## src/rtl/ahb_lite_cmd_master.sv

```systemverilog
// ahb_lite_cmd_master: single-outstanding AHB-Lite initiator.
// Turns a valid/ready command into one NONSEQ SINGLE transfer and reports
// completion on a one-cycle response strobe.
// Optional build macro AHB_LITE_CMD_MASTER_TIMEOUT_EN adds a sticky
// stall-timeout flag; without it timeout_flag is tied low.
module ahb_lite_cmd_master #(
    parameter int unsigned ADDR_W         = 32,
    parameter int unsigned DATA_W         = 32,
    parameter logic [3:0]  HPROT_VAL      = 4'b0011,
    parameter int unsigned TIMEOUT_CYCLES = 1024
) (
    input  logic              HCLK,
    input  logic              HRESET,
    input  logic              cmd_valid,
    output logic              cmd_ready,
    input  logic              cmd_write,
    input  logic [ADDR_W-1:0] cmd_addr,
    input  logic [2:0]        cmd_size,
    input  logic [DATA_W-1:0] cmd_wdata,
    output logic              rsp_valid,
    output logic              rsp_err,
    output logic [DATA_W-1:0] rsp_rdata,
    output logic [ADDR_W-1:0] HADDR,
    output logic [1:0]        HTRANS,
    output logic              HWRITE,
    output logic [2:0]        HSIZE,
    output logic [2:0]        HBURST,
    output logic [3:0]        HPROT,
    output logic              HMASTLOCK,
    output logic [DATA_W-1:0] HWDATA,
    input  logic              HREADY,
    input  logic [1:0]        HRESP,
    input  logic [DATA_W-1:0] HRDATA,
    output logic              timeout_flag
);

    localparam logic [1:0] HTRANS_IDLE   = 2'b00;
    localparam logic [1:0] HTRANS_NONSEQ = 2'b10;

    typedef enum logic [1:0] {
        ST_IDLE = 2'b00,
        ST_ADDR = 2'b01,
        ST_DATA = 2'b10,
        ST_REJ  = 2'b11
    } state_t;

    state_t            state_r, state_s;
    logic [ADDR_W-1:0] haddr_r, haddr_s;
    logic [1:0]        htrans_r, htrans_s;
    logic              hwrite_r, hwrite_s;
    logic [2:0]        hsize_r, hsize_s;
    logic [DATA_W-1:0] hwdata_r, hwdata_s;
    logic [DATA_W-1:0] wdata_r, wdata_s;
    logic              rsp_valid_r, rsp_valid_s;
    logic              rsp_err_r, rsp_err_s;
    logic [DATA_W-1:0] rsp_rdata_r, rsp_rdata_s;

    // Size/alignment legality: bytes anywhere, halfwords even, words 4-aligned.
    function automatic logic cmd_legal(input logic [2:0] size, input logic [1:0] addr_lo);
        logic ok;
        case (size)
            3'd0:    ok = 1'b1;
            3'd1:    ok = (addr_lo[0] == 1'b0);
            3'd2:    ok = (addr_lo == 2'b00);
            default: ok = 1'b0;
        endcase
        return ok;
    endfunction

    // Next-state and next-output decode; registered values hold by default.
    always_comb begin
        state_s     = state_r;
        haddr_s     = haddr_r;
        htrans_s    = htrans_r;
        hwrite_s    = hwrite_r;
        hsize_s     = hsize_r;
        hwdata_s    = hwdata_r;
        wdata_s     = wdata_r;
        rsp_valid_s = 1'b0;
        rsp_err_s   = rsp_err_r;
        rsp_rdata_s = rsp_rdata_r;
        case (state_r)
            ST_IDLE: begin
                if (cmd_valid) begin
                    if (cmd_legal(cmd_size, cmd_addr[1:0])) begin
                        haddr_s  = cmd_addr;
                        hwrite_s = cmd_write;
                        hsize_s  = cmd_size;
                        wdata_s  = cmd_wdata;
                        htrans_s = HTRANS_NONSEQ;
                        state_s  = ST_ADDR;
                    end else begin
                        state_s = ST_REJ;
                    end
                end else begin
                    state_s = ST_IDLE;
                end
            end
            ST_ADDR: begin
                // Control stays frozen until the address phase is accepted.
                if (HREADY) begin
                    htrans_s = HTRANS_IDLE;
                    if (hwrite_r) begin
                        hwdata_s = wdata_r;
                    end else begin
                        hwdata_s = hwdata_r;
                    end
                    state_s = ST_DATA;
                end else begin
                    state_s = ST_ADDR;
                end
            end
            ST_DATA: begin
                // First ERROR cycle has HREADY low and is simply waited out.
                if (HREADY) begin
                    rsp_valid_s = 1'b1;
                    rsp_err_s   = (HRESP != 2'b00);
                    if (hwrite_r) begin
                        rsp_rdata_s = {DATA_W{1'b0}};
                    end else begin
                        rsp_rdata_s = HRDATA;
                    end
                    state_s = ST_IDLE;
                end else begin
                    state_s = ST_DATA;
                end
            end
            ST_REJ: begin
                rsp_valid_s = 1'b1;
                rsp_err_s   = 1'b1;
                rsp_rdata_s = {DATA_W{1'b0}};
                state_s     = ST_IDLE;
            end
            default: begin
                htrans_s = HTRANS_IDLE;
                state_s  = ST_IDLE;
            end
        endcase
    end

    // State and output registers with synchronous reset.
    always_ff @(posedge HCLK) begin
        if (HRESET) begin
            state_r     <= ST_IDLE;
            haddr_r     <= {ADDR_W{1'b0}};
            htrans_r    <= HTRANS_IDLE;
            hwrite_r    <= 1'b0;
            hsize_r     <= 3'b000;
            hwdata_r    <= {DATA_W{1'b0}};
            wdata_r     <= {DATA_W{1'b0}};
            rsp_valid_r <= 1'b0;
            rsp_err_r   <= 1'b0;
            rsp_rdata_r <= {DATA_W{1'b0}};
        end else begin
            state_r     <= state_s;
            haddr_r     <= haddr_s;
            htrans_r    <= htrans_s;
            hwrite_r    <= hwrite_s;
            hsize_r     <= hsize_s;
            hwdata_r    <= hwdata_s;
            wdata_r     <= wdata_s;
            rsp_valid_r <= rsp_valid_s;
            rsp_err_r   <= rsp_err_s;
            rsp_rdata_r <= rsp_rdata_s;
        end
    end

`ifdef AHB_LITE_CMD_MASTER_TIMEOUT_EN
    localparam logic [15:0] TO_LIMIT = 16'(TIMEOUT_CYCLES - 1);

    logic [15:0] to_cnt_r, to_cnt_s;
    logic        to_flag_r, to_flag_s;
    logic        stall_s;

    assign stall_s = ((state_r == ST_ADDR) || (state_r == ST_DATA)) && !HREADY;

    // Stall counter restarts on each state change; flag latches once the limit is hit while stalled.
    always_comb begin
        to_cnt_s  = to_cnt_r;
        to_flag_s = to_flag_r;
        if (state_s != state_r) begin
            to_cnt_s = 16'd0;
        end else if (stall_s && (to_cnt_r != 16'hFFFF)) begin
            to_cnt_s = to_cnt_r + 16'd1;
        end else begin
            to_cnt_s = to_cnt_r;
        end
        if (stall_s && (to_cnt_r >= TO_LIMIT)) begin
            to_flag_s = 1'b1;
        end else begin
            to_flag_s = to_flag_r;
        end
    end

    // Timeout counter and sticky flag registers.
    always_ff @(posedge HCLK) begin
        if (HRESET) begin
            to_cnt_r  <= 16'd0;
            to_flag_r <= 1'b0;
        end else begin
            to_cnt_r  <= to_cnt_s;
            to_flag_r <= to_flag_s;
        end
    end

    assign timeout_flag = to_flag_r;
`else
    assign timeout_flag = 1'b0;
`endif

    assign cmd_ready = (state_r == ST_IDLE);
    assign rsp_valid = rsp_valid_r;
    assign rsp_err   = rsp_err_r;
    assign rsp_rdata = rsp_rdata_r;
    assign HADDR     = haddr_r;
    assign HTRANS    = htrans_r;
    assign HWRITE    = hwrite_r;
    assign HSIZE     = hsize_r;
    assign HWDATA    = hwdata_r;
    assign HBURST    = 3'b000;
    assign HPROT     = HPROT_VAL;
    assign HMASTLOCK = 1'b0;

endmodule

```

## config.mk

```make
export PLATFORM = sky130hd
export DESIGN_NAME = ahb_lite_cmd_master
export DESIGN_NICKNAME = d
export VERILOG_FILES = /design/src/rtl/ahb_lite_cmd_master.sv
export SDC_FILE = /design/constraint.sdc
export NUM_CORES = 1
export LEC_CHECK = 0
export ABC_AREA = 1
export CAP_MARGIN = 15
export CORE_ASPECT_RATIO = 2
export CORE_UTILIZATION = 45
export CTS_CLUSTER_SIZE = 10
export DETAILED_ROUTE_END_ITERATION = 16
export PLACE_DENSITY = 0.81
export SLEW_MARGIN = 10
export SYNTH_ARGS = -nofsm -noshare
export SYNTH_HDL_FRONTEND = slang
export SYNTH_SLANG_ARGS = --single-unit
export TNS_END_PERCENT = 100
```

## constraint.sdc

```tcl
create_clock -name HCLK -period 2.8 [get_ports HCLK]
set_input_delay 0.7 -clock HCLK [delete_from_list [all_inputs] [get_ports HCLK]]
set_output_delay 0.7 -clock HCLK [all_outputs]
set_load 0.005 [all_outputs]
```

==> flow_metrics.env <==
export IMPL_criticalPathCategory="reg2out"
export IMPL_fp_row_count=59
export IMPL_drc=0
export IMPL_clk_latency_ns=0.41
export IMPL_layout_drive_gt1_share=0.0517
export IMPL_clkTransAtPathRegs_ns=0.06
export IMPL_syn_cell_area_mm2=0.00597
export IMPL_drtAntennaViolNets=0
export IMPL_cts_hold_buf=0
export IMPL_firstDrtPassIters=4
export IMPL_hold_start="HTRANS[1]"
export IMPL_cts_max_path_buffers=2
export IMPL_critPathMaxFanout=4
export IMPL_wl_met1_mm=5.72
export IMPL_period_share=0.774
export IMPL_path_cells="inv_2, nand2_2, inv_1, clkdlybuf4s50_1"
export IMPL_slew_viol_final=0
export IMPL_slew_headroom=0.512
export IMPL_setup_tns_ns=0
export IMPL_max_cap_viol_count=0
export IMPL_worstHoldPathType="reg2reg"
export IMPL_maxUsedRoutingLayer="met4"
export IMPL_nNetsFinal=1196
export IMPL_io_buffer_count=209
export IMPL_final_min_clock_period_ns=2.17
export IMPL_avgSynthCellArea_um2=6.59
export IMPL_synth_top_area_frac=0.459
export IMPL_place_hpwl_mm=10.2
export IMPL_final_cells=1255
export IMPL_grt_antenna_before_repair=0
export IMPL_critPathLaunch="state_r[0]"
export IMPL_die_x_um=83.5
export IMPL_grt_first_pass_wirelength_mm=25.1
export IMPL_diodes=0
export IMPL_fin_skew_ns=0.00813
export IMPL_vias_per_cell=4.60
export IMPL_cts_sinks=137
export IMPL_final_area_mm2=0.00874
export IMPL_cts_setup_buffers=0
export IMPL_fp_coreArea_mm2=0.0130
export IMPL_worstMarginPinSlew_ns=0.732
export IMPL_ys_top_cells_by_count="inv_1 (208), nand2_1 (208), dfxtp_1 (137), nor2_1 (136), nand4_1 (67)"
export IMPL_crit_family="buffers and inverters"
export IMPL_wl_per_cell_um=12.0
export IMPL_routed_wl_mm=15.1
export IMPL_ir_drop_v=0.000430
export IMPL_post_dp_cell_area_mm2=0.00812
export IMPL_grt_pass1_vias=5453
export IMPL_slowest_stage="clkdlybuf4s50_1"
export IMPL_die_h_um=165
export IMPL_ys_warn_count=0
export IMPL_startpoint_type="flop"
export IMPL_rsz0062_at_grt="no"
export IMPL_ios=220
export IMPL_end_kind="output port"
export IMPL_numCtsBuffers=17
export IMPL_syn2layout_area_growth_pct=46.4
export IMPL_critPathArrivalTime_ns=1.47
export IMPL_critical_path_buf_inv_count=3
export IMPL_power_density_mw_per_mm2=579
export IMPL_cts_tree="built"
export IMPL_async_flop_share=0
export IMPL_grt_max_degree=83
export IMPL_htreeDepth=4
export IMPL_grt_total_usage=0.226
export IMPL_max_freq_mhz=461
export IMPL_post_cts_resize_count=0
export IMPL_grt_overflow_total=0
export IMPL_start_util=0.460
export IMPL_dp_cells=1223
export IMPL_critical_path_max_stage_delay_ns=0.49
export IMPL_synth_largest_area_cell="dfxtp_1"
export IMPL_synth_area_top_cells="dfxtp_1 (46%), inv_1 (13%), nand2_1 (13%)"
export IMPL_yosysSeqAreaShare=0.459
export IMPL_synth_edf_count=0
export IMPL_gp_congestion=0.805
export IMPL_yosys_most_used_dff="dfxtp_1"
export IMPL_wl_met2_mm=8.06
export IMPL_leakage_nw=3.97
export IMPL_drt_iter0_drc=272
export IMPL_dieArea_mm2=0.0138
export IMPL_vias=5767
export IMPL_finalHoldViolCount=0
export IMPL_finalSetupViolations=0
export IMPL_worstReg2RegStart="state_r[0]"
export IMPL_synthDistinctLibCells=22
export IMPL_route_met3_wl_um=870
export IMPL_outcome="finished clean"
export IMPL_cp_required_ns=2.10
export IMPL_synth_cells=906
export IMPL_cts_root_buffer="clkbuf_16"
export IMPL_synth_seq_cells=137
==> per-stage QoR <==
step / hold slack [ns] / util / worst slack [ns] / power [mW]
finish: 0.459 / 0.673 / 0.633 / 5.06
detailed placement: 0.450 / 0.625 / 0.345 / 2.78
global route: 0.479 / 0.673 / 0.539 / 5.29
floorplan: 0.442 / - / 1.14 / 2.45
global placement: 0.436 / 0.625 / 0.383 / 2.77
CTS: 0.459 / 0.673 / 0.608 / 5.12
==> kinds of logic (layout without fill, tap and decap cells) <==
group                  after synthesis  in the layout  share of synthesized area
AND/OR/NAND/NOR                    420            420                      0.296
flip-flops                         137            137                      0.459
buffers and inverters              278            467                      0.186
other                                2             10                    0.00126
AO/OA/AOI/OAI                       69             69                     0.0578
==> flip-flops by register name (all words and copies together) (netlist names) <==
register and count:
rsp_rdata 32, HWRITE 1, rsp_err 1, HADDR 32
wdata_r 32, state_r 2, HSIZE 3, HTRANS 1
HWDATA 32, rsp_valid 1
==> placed cells by master, fill, tap and decap left out, drive strengths merged <==
cell,Yosys,layout
inv,212,219
clkdlybuf4s50,0,209
nand2,209,209
dfxtp,137,137
nor2,137,137
nand4,67,67
a21oi,35,35
o21ai,34,34
clkbuf,31,18
buf,34,13
conb,2,10
nand3,5,5
clkinvlp,0,4
bufinv,0,3
nor3,1,1
nor3b,1,1
clkinv,1,1
==> worst min-delay path: cells and delay by family (launching register included) <==
family / cells / cell delay, ns
buffers and inverters: 1 / 0.05
DFF: 1 / 0.31
AOI/OAI and AO/OA: 1 / 0.06
==> worst paths after layout <==
path / to / slack [ns] / depth (start not counted)
max: cmd_ready / 0.63 / 4
max reg2reg: wdata_r[27] / 1.13 / 7
min: HTRANS[1] / 0.46 / 2
min reg2reg: HTRANS[1] / 0.46 / 2
==> routing by layer <==
metal	vias to the layer above	track usage
met5	-	0
met4	0	0.113
met3	27	0.0500
met2	194	0.420
met1	2514	0.236
li1	3032	-
==> area by class of cell <==
cell class,count,area (um^2)
Clock buffer,18,439
Clock inverter,14,184
Fill cell,1090,4250
Inverter,213,800
Multi-Input combinational cell,499,2160
Sequential cell,137,2740
Tap cell,152,190
Timing Repair Buffer,222,2230
==> power by group <==
| part | switching [mW] | leakage (nW) | internal (mW) |
|---|---|---|---|
| sequential | 0.0402 | 1.11 | 2.03 |
| combinational | 0.329 | 2.56 | 0.336 |
| clock | 0.878 | 0.292 | 1.45 |
| total | 1.25 | 3.97 | 3.81 |
Power figures use the tool's default switching activity.
